`config.mk`:
```
export PLATFORM = sky130hd
export DESIGN_NAME = mv_input_loader
export DESIGN_NICKNAME = d
export VERILOG_FILES = /design/src/rtl/mv_pkg.sv /design/src/rtl/mv_mat_mem.sv /design/src/rtl/mv_input_loader.sv
export SDC_FILE = /design/constraint.sdc
export NUM_CORES = 1
export LEC_CHECK = 0
export BUFFER_PORTS_ARGS = -buffer_cell sky130_fd_sc_hd__clkbuf_2
export CAP_MARGIN = 20
export CELL_PAD_IN_SITES_DETAIL_PLACEMENT = 0
export CELL_PAD_IN_SITES_GLOBAL_PLACEMENT = 1
export CORE_ASPECT_RATIO = 0.7
export CORE_MARGIN = 2
export CORE_UTILIZATION = 50
export CTS_BUF_LIST = sky130_fd_sc_hd__clkbuf_8
export DETAILED_ROUTE_END_ITERATION = 12
export GPL_TIMING_DRIVEN = 0
export PLACE_DENSITY_LB_ADDON = 0.1
export SYNTH_ARGS = -nofsm -noshare
export SYNTH_HDL_FRONTEND = slang
export SYNTH_SLANG_ARGS = --single-unit
```
`constraint.sdc`:
```
create_clock -name clk -period 2.28 [get_ports clk]
set_input_delay 0.114 -clock clk [delete_from_list [all_inputs] [get_ports clk]]
set_output_delay 0.114 -clock clk [all_outputs]
set_load 0.05 [all_outputs]
```
`src/rtl/mv_pkg.sv`:
```
// Shared types and sizing for the matrix-vector input loader.
package mv_pkg;

  localparam int K  = 8;
  localparam int IW = 14;
  localparam int OW = 2 * IW;
  localparam int NW = K * K;
  localparam int AW = $clog2(NW);

  typedef logic signed [IW-1:0] data_t;
  typedef logic [AW-1:0]        addr_t;
  typedef logic signed [OW-1:0] acc_t;

  typedef enum logic [1:0] {
    GROUP_START = 2'd0,
    LOAD_M      = 2'd1,
    LOAD_X      = 2'd2,
    BUSY        = 2'd3
  } ld_state_t;

endpackage

```
`src/rtl/mv_mat_mem.sv`:
```
// KxK matrix store: one write port, one registered read port, cleared by reset.
module mv_mat_mem #(
  parameter int DEPTH = 64,
  parameter int W     = 14,
  parameter int AW    = $clog2(DEPTH)
) (
  input  logic          clk_i,
  input  logic          rst_ni,
  input  logic          we_i,
  input  logic [AW-1:0] waddr_i,
  input  logic [W-1:0]  wdata_i,
  input  logic [AW-1:0] raddr_i,
  output logic [W-1:0]  rdata_o
);

  logic [W-1:0] mem_q [DEPTH];
  logic [W-1:0] rdata_q;

  always_ff @(posedge clk_i or negedge rst_ni) begin
    if (!rst_ni) begin
      for (int i = 0; i < DEPTH; i++) mem_q[i] <= '0;
      rdata_q <= '0;
    end else begin
      if (we_i) mem_q[waddr_i] <= wdata_i;
      rdata_q <= mem_q[raddr_i];
    end
  end

  assign rdata_o = rdata_q;

endmodule

```
`src/rtl/mv_input_loader.sv`:
```
// Input-stream loader: fills the matrix memory and vector registers, then offers one job.
// Optional macro MVL_DBLBUF_EN adds a shadow vector that can load while a job is busy.
module mv_input_loader #(
  parameter int K  = 8,
  parameter int IW = 14
) (
  input  logic                   clk,
  input  logic                   reset,
  input  logic                   input_valid,
  output logic                   input_ready,
  input  logic [IW-1:0]          input_data,
  input  logic                   new_matrix,
  output logic                   job_valid,
  input  logic                   job_done,
  input  logic [$clog2(K*K)-1:0] m_raddr,
  output logic [IW-1:0]          m_rdata,
  output logic [K*IW-1:0]        x_flat
);
  import mv_pkg::*;

  localparam int NW  = K * K;
  localparam int AW  = $clog2(NW);
  localparam int CW  = $clog2(NW + 1);
  localparam int XIW = $clog2(K);

  ld_state_t     state_q, state_d;
  logic [CW-1:0] cnt_q, cnt_d;
  logic [IW-1:0] x_q [K];
  logic [IW-1:0] x_d [K];
  logic          ready_raw;
  logic          xfer;
  logic          mem_we;

`ifdef MVL_DBLBUF_EN
  localparam int XCW = $clog2(K + 1);
  logic [IW-1:0]  xsh_q [K];
  logic [IW-1:0]  xsh_d [K];
  logic [XCW-1:0] shc_q, shc_d;
`endif

  // A new-matrix group arriving while busy is held off, not queued in the shadow.
  always_comb begin
    ready_raw = 1'b1;
    if (state_q == BUSY) begin
`ifdef MVL_DBLBUF_EN
      ready_raw = (shc_q != XCW'(K)) &&
                  !((shc_q == '0) && input_valid && new_matrix);
`else
      ready_raw = 1'b0;
`endif
    end
  end

  assign input_ready = reset && ready_raw;
  assign xfer        = input_valid && input_ready;
  assign mem_we      = xfer && (((state_q == GROUP_START) && new_matrix) ||
                                (state_q == LOAD_M));
  assign job_valid   = (state_q == BUSY);

  always_comb begin
    state_d = state_q;
    cnt_d   = cnt_q;
    x_d     = x_q;
    case (state_q)
      GROUP_START: begin
        if (xfer) begin
          cnt_d = CW'(1);
          if (new_matrix) begin
            state_d = LOAD_M;
          end else begin
            x_d[0]  = input_data;
            state_d = LOAD_X;
          end
        end
      end
      LOAD_M: begin
        if (xfer) begin
          if (cnt_q == CW'(NW - 1)) begin
            cnt_d   = '0;
            state_d = LOAD_X;
          end else begin
            cnt_d = cnt_q + CW'(1);
          end
        end
      end
      LOAD_X: begin
        if (xfer) begin
          x_d[cnt_q[XIW-1:0]] = input_data;
          if (cnt_q == CW'(K - 1)) begin
            cnt_d   = '0;
            state_d = BUSY;
          end else begin
            cnt_d = cnt_q + CW'(1);
          end
        end
      end
      BUSY: begin
        if (job_done) state_d = GROUP_START;
      end
    endcase

`ifdef MVL_DBLBUF_EN
    xsh_d = xsh_q;
    shc_d = shc_q;
    if ((state_q == BUSY) && xfer) begin
      xsh_d[shc_q[XIW-1:0]] = input_data;
      shc_d = shc_q + XCW'(1);
    end
    // A partially loaded shadow group resumes in LOAD_X once the job retires.
    if ((state_q == BUSY) && job_done) begin
      if (shc_d == XCW'(K)) begin
        x_d     = xsh_d;
        shc_d   = '0;
        state_d = BUSY;
      end else if (shc_d != '0) begin
        x_d     = xsh_d;
        cnt_d   = CW'(shc_d);
        shc_d   = '0;
        state_d = LOAD_X;
      end
    end
`endif
  end

  always_ff @(posedge clk or negedge reset) begin
    if (!reset) begin
      state_q <= GROUP_START;
      cnt_q   <= '0;
      for (int i = 0; i < K; i++) x_q[i] <= '0;
    end else begin
      state_q <= state_d;
      cnt_q   <= cnt_d;
      x_q     <= x_d;
    end
  end

`ifdef MVL_DBLBUF_EN
  always_ff @(posedge clk or negedge reset) begin
    if (!reset) begin
      shc_q <= '0;
      for (int i = 0; i < K; i++) xsh_q[i] <= '0;
    end else begin
      shc_q <= shc_d;
      xsh_q <= xsh_d;
    end
  end
`endif

  for (genvar g = 0; g < K; g++) begin : g_xflat
    assign x_flat[g*IW +: IW] = x_q[g];
  end

  mv_mat_mem #(
    .DEPTH (NW),
    .W     (IW),
    .AW    (AW)
  ) u_mat_mem (
    .clk_i   (clk),
    .rst_ni  (reset),
    .we_i    (mem_we),
    .waddr_i (cnt_q[AW-1:0]),
    .wdata_i (input_data),
    .raddr_i (m_raddr),
    .rdata_o (m_rdata)
  );

endmodule

```
==> results.py <==
metrics = {
    "route": {
        "drcViolationCount": 0,
        "via_per_inst": 6.157,
        "drtIter0Drc": 2579,
        "totalWireLength_mm": 143.9,
        "first_pass_iters": 5,
        "avgRoutedWirePerCell_um": 30.58,
        "dr_total_vias": 28980,
        "drt.antenna.violating_nets": 0,
    },
    "logic_synthesis": {
        "synthesis.nets": 2953,
        "async_flop_share_pct": 100.0,
        "syn_avg_cell_area_um2": 15.70,
        "ys_seq_area_share_pct": 56.23,
        "synthCells": 2923,
        "synth_warnings": 0,
        "ys_seq_elements": 1031,
        "synth-edff-count": 0,
        "yosysUniqueCellTypes": 41,
        "syn-cell-area_um2": 45890,
        "synthFlopType": "dfrtp_1",
    },
    "setup_path": {
        "crit_fanout": 8,
        "critPathSlowestCell": "or3_4",
        "path_cells": "inv_2 > ha_2 > a21oi_2 > or3_4 > nor3b_4 > buf_12 > nand2_4 > clkbuf_16 > mux2_2",
        "cp-end-kind": "register",
        "max_stage_delay_ns": 0.45,
        "worst-r2r-cell-count": 9,
        "crit_path_start_kind": "register",
        "worst_ep_arrival_time_ns": 3.25,
        "rr_startpoint": "state_q[1]$_DFFE_PN0P_",
        "r2r_slack_ns": -0.20,
        "crit_required_ns": 3.05,
        "crit_type": "reg -> reg",
        "worst_r2r_endpoint": "u_mat_mem.mem_q[641]$_DFFE_PN0P_",
    },
    "sta": {
        "fmax_ghz": 0.4030,
        "fin_skew_ns": 0.04047,
        "layout_setup_ws_ns": -0.2014,
        "worst_pin_slew_ns": 1.223,
        "hold_ws_ns": -0.3138,
        "grt_setup_unrepaired": "yes",
        "hold_viol": 311,
        "relSlewSlack_pct": 18.44,
        "finalSetupTns_ns": -50.26,
        "min_period_ns": 2.481,
        "finalSetupViolCount": 596,
        "post-route-period-util_pct": 108.8,
        "finalMaxSlewViolations": 0,
    },
    "global_routing": {
        "grt_pass1_vias": 30330,
        "grt_max_degree": 123,
        "overflow": 0,
        "antenna_found_initial": 5,
        "grt_use_total_pct": 30.74,
        "grt_pass1_wl_mm": 208.8,
    },
    "power": {
        "switching_power_mw": 15.36,
        "max-vdd-ir-drop_mv": 0.8955,
        "share_comb_of_total_power_pct": 21.7,
        "total_power_mw": 46.85,
        "p_sw_share_pct": 32.78,
        "cellLeakagePower_nw": 27.13,
        "seqPwrFrac_pct": 44.5,
        "p_int_mw": 31.49,
        "clkPwrFrac_pct": 33.8,
        "p_per_area_nw_per_um2": 851.4,
    },
    "outcome": {
        "outcome": "complete, but fails checks",
        "violations": "negative hold slack, negative setup slack",
    },
    "clock_tree": {
        "cts_tree": "done",
        "cts_buffer_depth": 3,
        "h-tree-depth": 4,
        "clock-sinks": 1031,
        "cts_buffers": 163,
        "clock_latency_ns": 0.92,
        "clkTransAtPathRegs_ns": 0.06,
        "root_buffer": "clkbuf_8",
    },
    "floorplan": {
        "die-height_um": 257.5,
        "dieArea_um2": 94250,
        "initial_core_util_pct": 50.71,
        "die_w_um": 366.1,
        "num_rows": 92,
        "pin_count": 153,
        "fp.coreArea_um2": 90480,
    },
    "job": {
        "drv_cap": 0,
    },
    "finish": {
        "stdcell_area_um2": 55020,
        "final_common_cell": "dfrtp_1",
        "finish.net_count": 3380,
        "final_cell_mix": "1028 x dfrtp_1, 941 x mux2_2, 232 x mux4_2",
        "multi_input_area_um2": 19930,
        "fillers": 6849,
        "regArea_um2": 25800,
        "drive_gt1_share_pct": 56.48,
        "synthToLayoutAreaGrowth_pct": 19.91,
    },
    "hold_path": {
        "hold_class": "in -> async",
    },
    "placement": {
        "routabilityCongestion": 0.8542,
        "placed_area_um2": 48640,
        "dpl.hpwl_mm": 101.8,
        "numPortBuffers": 134,
    },
}
[cells in the mapped netlist, types with 10 or more instances]
master | n | share of area [%]
a21oi_1 | 23 | 0.25
mux2_2 | 1012 | 25
mux4_2 | 232 | 11
buf_1 | 59 | 0.48
nor2_1 | 51 | 0.42
o22ai_1 | 15 | 0.20
buf_2 | 59 | 0.64
o31ai_1 | 11 | 0.18
dfrtp_1 | 1031 | 56
buf_4 | 14 | 0.23
o21ai_0 | 32 | 0.35
a211oi_1 | 10 | 0.16
nand3_1 | 14 | 0.15
clkbuf_1 | 142 | 1.2
mux2i_1 | 55 | 1.2
o221ai_1 | 12 | 0.23
nand2_1 | 71 | 0.58
[power groups by stage]
stage / clock network, mW / logic (mW) / registers, mW
finish: 15.8 / 10.2 / 20.9
global route: 17.0 / 10.6 / 21.0
CTS: 16.1 / 10.0 / 20.8
detailed placement: 0 / 9.41 / 21.1
global placement: 0 / 9.06 / 21.1
floorplan: 0 / 3.24 / 24.1
[logic make-up (layout without fill, tap and decap cells)]
| family | after synthesis | after routing | synth area share (%) |
|---|---|---|---|
| adder cells (fa/ha/maj) | 5 | 5 | 0.1363 |
| AND/OR/NAND/NOR | 187 | 187 | 1.914 |
| other | 0 | 11 | 0 |
| buffers and inverters | 278 | 829 | 2.550 |
| flip-flops | 1031 | 1031 | 56.23 |
| AO/OA/AOI/OAI | 123 | 123 | 1.751 |
| multiplexers | 1299 | 1299 | 37.42 |
[cell type report]
class	count	area share (%)
diodes	11	0.05003
plain buffers	269	3.550
clock buffers	212	5.303
clock inverters	77	0.6367
inverters	4	0.02729
multi-input cells	1614	36.22
flip-flops and latches	1031	46.90
well taps	1222	2.779
repair buffers	267	4.539
[what timing repair did]
action | 4_1_cts | 5_1_grt
pin swaps | 30 | 18
hold endpoints to repair | 403 | 373
gates cloned | 11 | 1
buffers inserted | 68 | 13
setup endpoints to repair | 1013 | 975
resized for setup | 342 | 159
hold buffers | 15 | 7
[worst max-delay path: cells and delay by family, from the launching register on]
kind,cells,cell delay (ns)
flip-flops,1,0.44
buffers and inverters,3,0.51
adder cells (fa/ha/maj),1,0.22
AO/OA/AOI/OAI,1,0.06
AND/OR/NAND/NOR,3,0.85
multiplexers,1,0.27
[state kept, by name (all words and copies together), names as in the netlist]
name               cells
cnt_q                  7
state_q                2
u_mat_mem.rdata_o     14
u_mat_mem.mem_q      896
x_flat               112
[worst max path at each step]
| stage | start | endpoint | slack, ns | depth (start not counted) |
|---|---|---|---|---|
| 3_5_place_dp | m_raddr[0] | u_mat_mem.rdata_o[13]$_DFF_PN0_ | -1.69 | 9 |
| 2_1_floorplan | state_q[0]$_DFFE_PN0P_ | u_mat_mem.mem_q[605]$_DFFE_PN0P_ | -0.09 | 7 |
| 6_report | state_q[1]$_DFFE_PN0P_ | u_mat_mem.mem_q[641]$_DFFE_PN0P_ | -0.20 | 9 |
| 3_3_place_gp | reset | x_flat[3]$_DFFE_PN0P_ | -22.38 | 1 |
| 4_1_cts | state_q[1]$_DFFE_PN0P_ | u_mat_mem.mem_q[866]$_DFFE_PN0P_ | -0.27 | 8 |
| 5_1_grt | state_q[1]$_DFFE_PN0P_ | u_mat_mem.mem_q[568]$_DFFE_PN0P_ | -0.24 | 9 |
[metal layers]
metal / global-route usage, % / wire, um / vias to the layer above / part of all wire (%)
li1: - / - / 11750 / -
met1: 47.32 / 67340 / 15910 / 47
met2: 42.87 / 61320 / 1113 / 43
met3: 8.190 / 11870 / 207 / 8.2
met4: 8.551 / 3419 / 0 / 2.4
met5: 0 / 0 / - / 0
[stage by stage]
stage | setup slack [ns] | util, % | cells
after CTS | -0.2706 | 59.91 | 4678
after global placement | -22.38 | 53.29 | 4279
final | -0.2014 | 60.81 | 4707
after global routing | -0.2391 | 60.79 | 4700
after detailed placement | -1.694 | 53.76 | 4297
after floorplan | -0.09468 | - | 2923
Note: power is estimated with default switching activity, not from simulation.
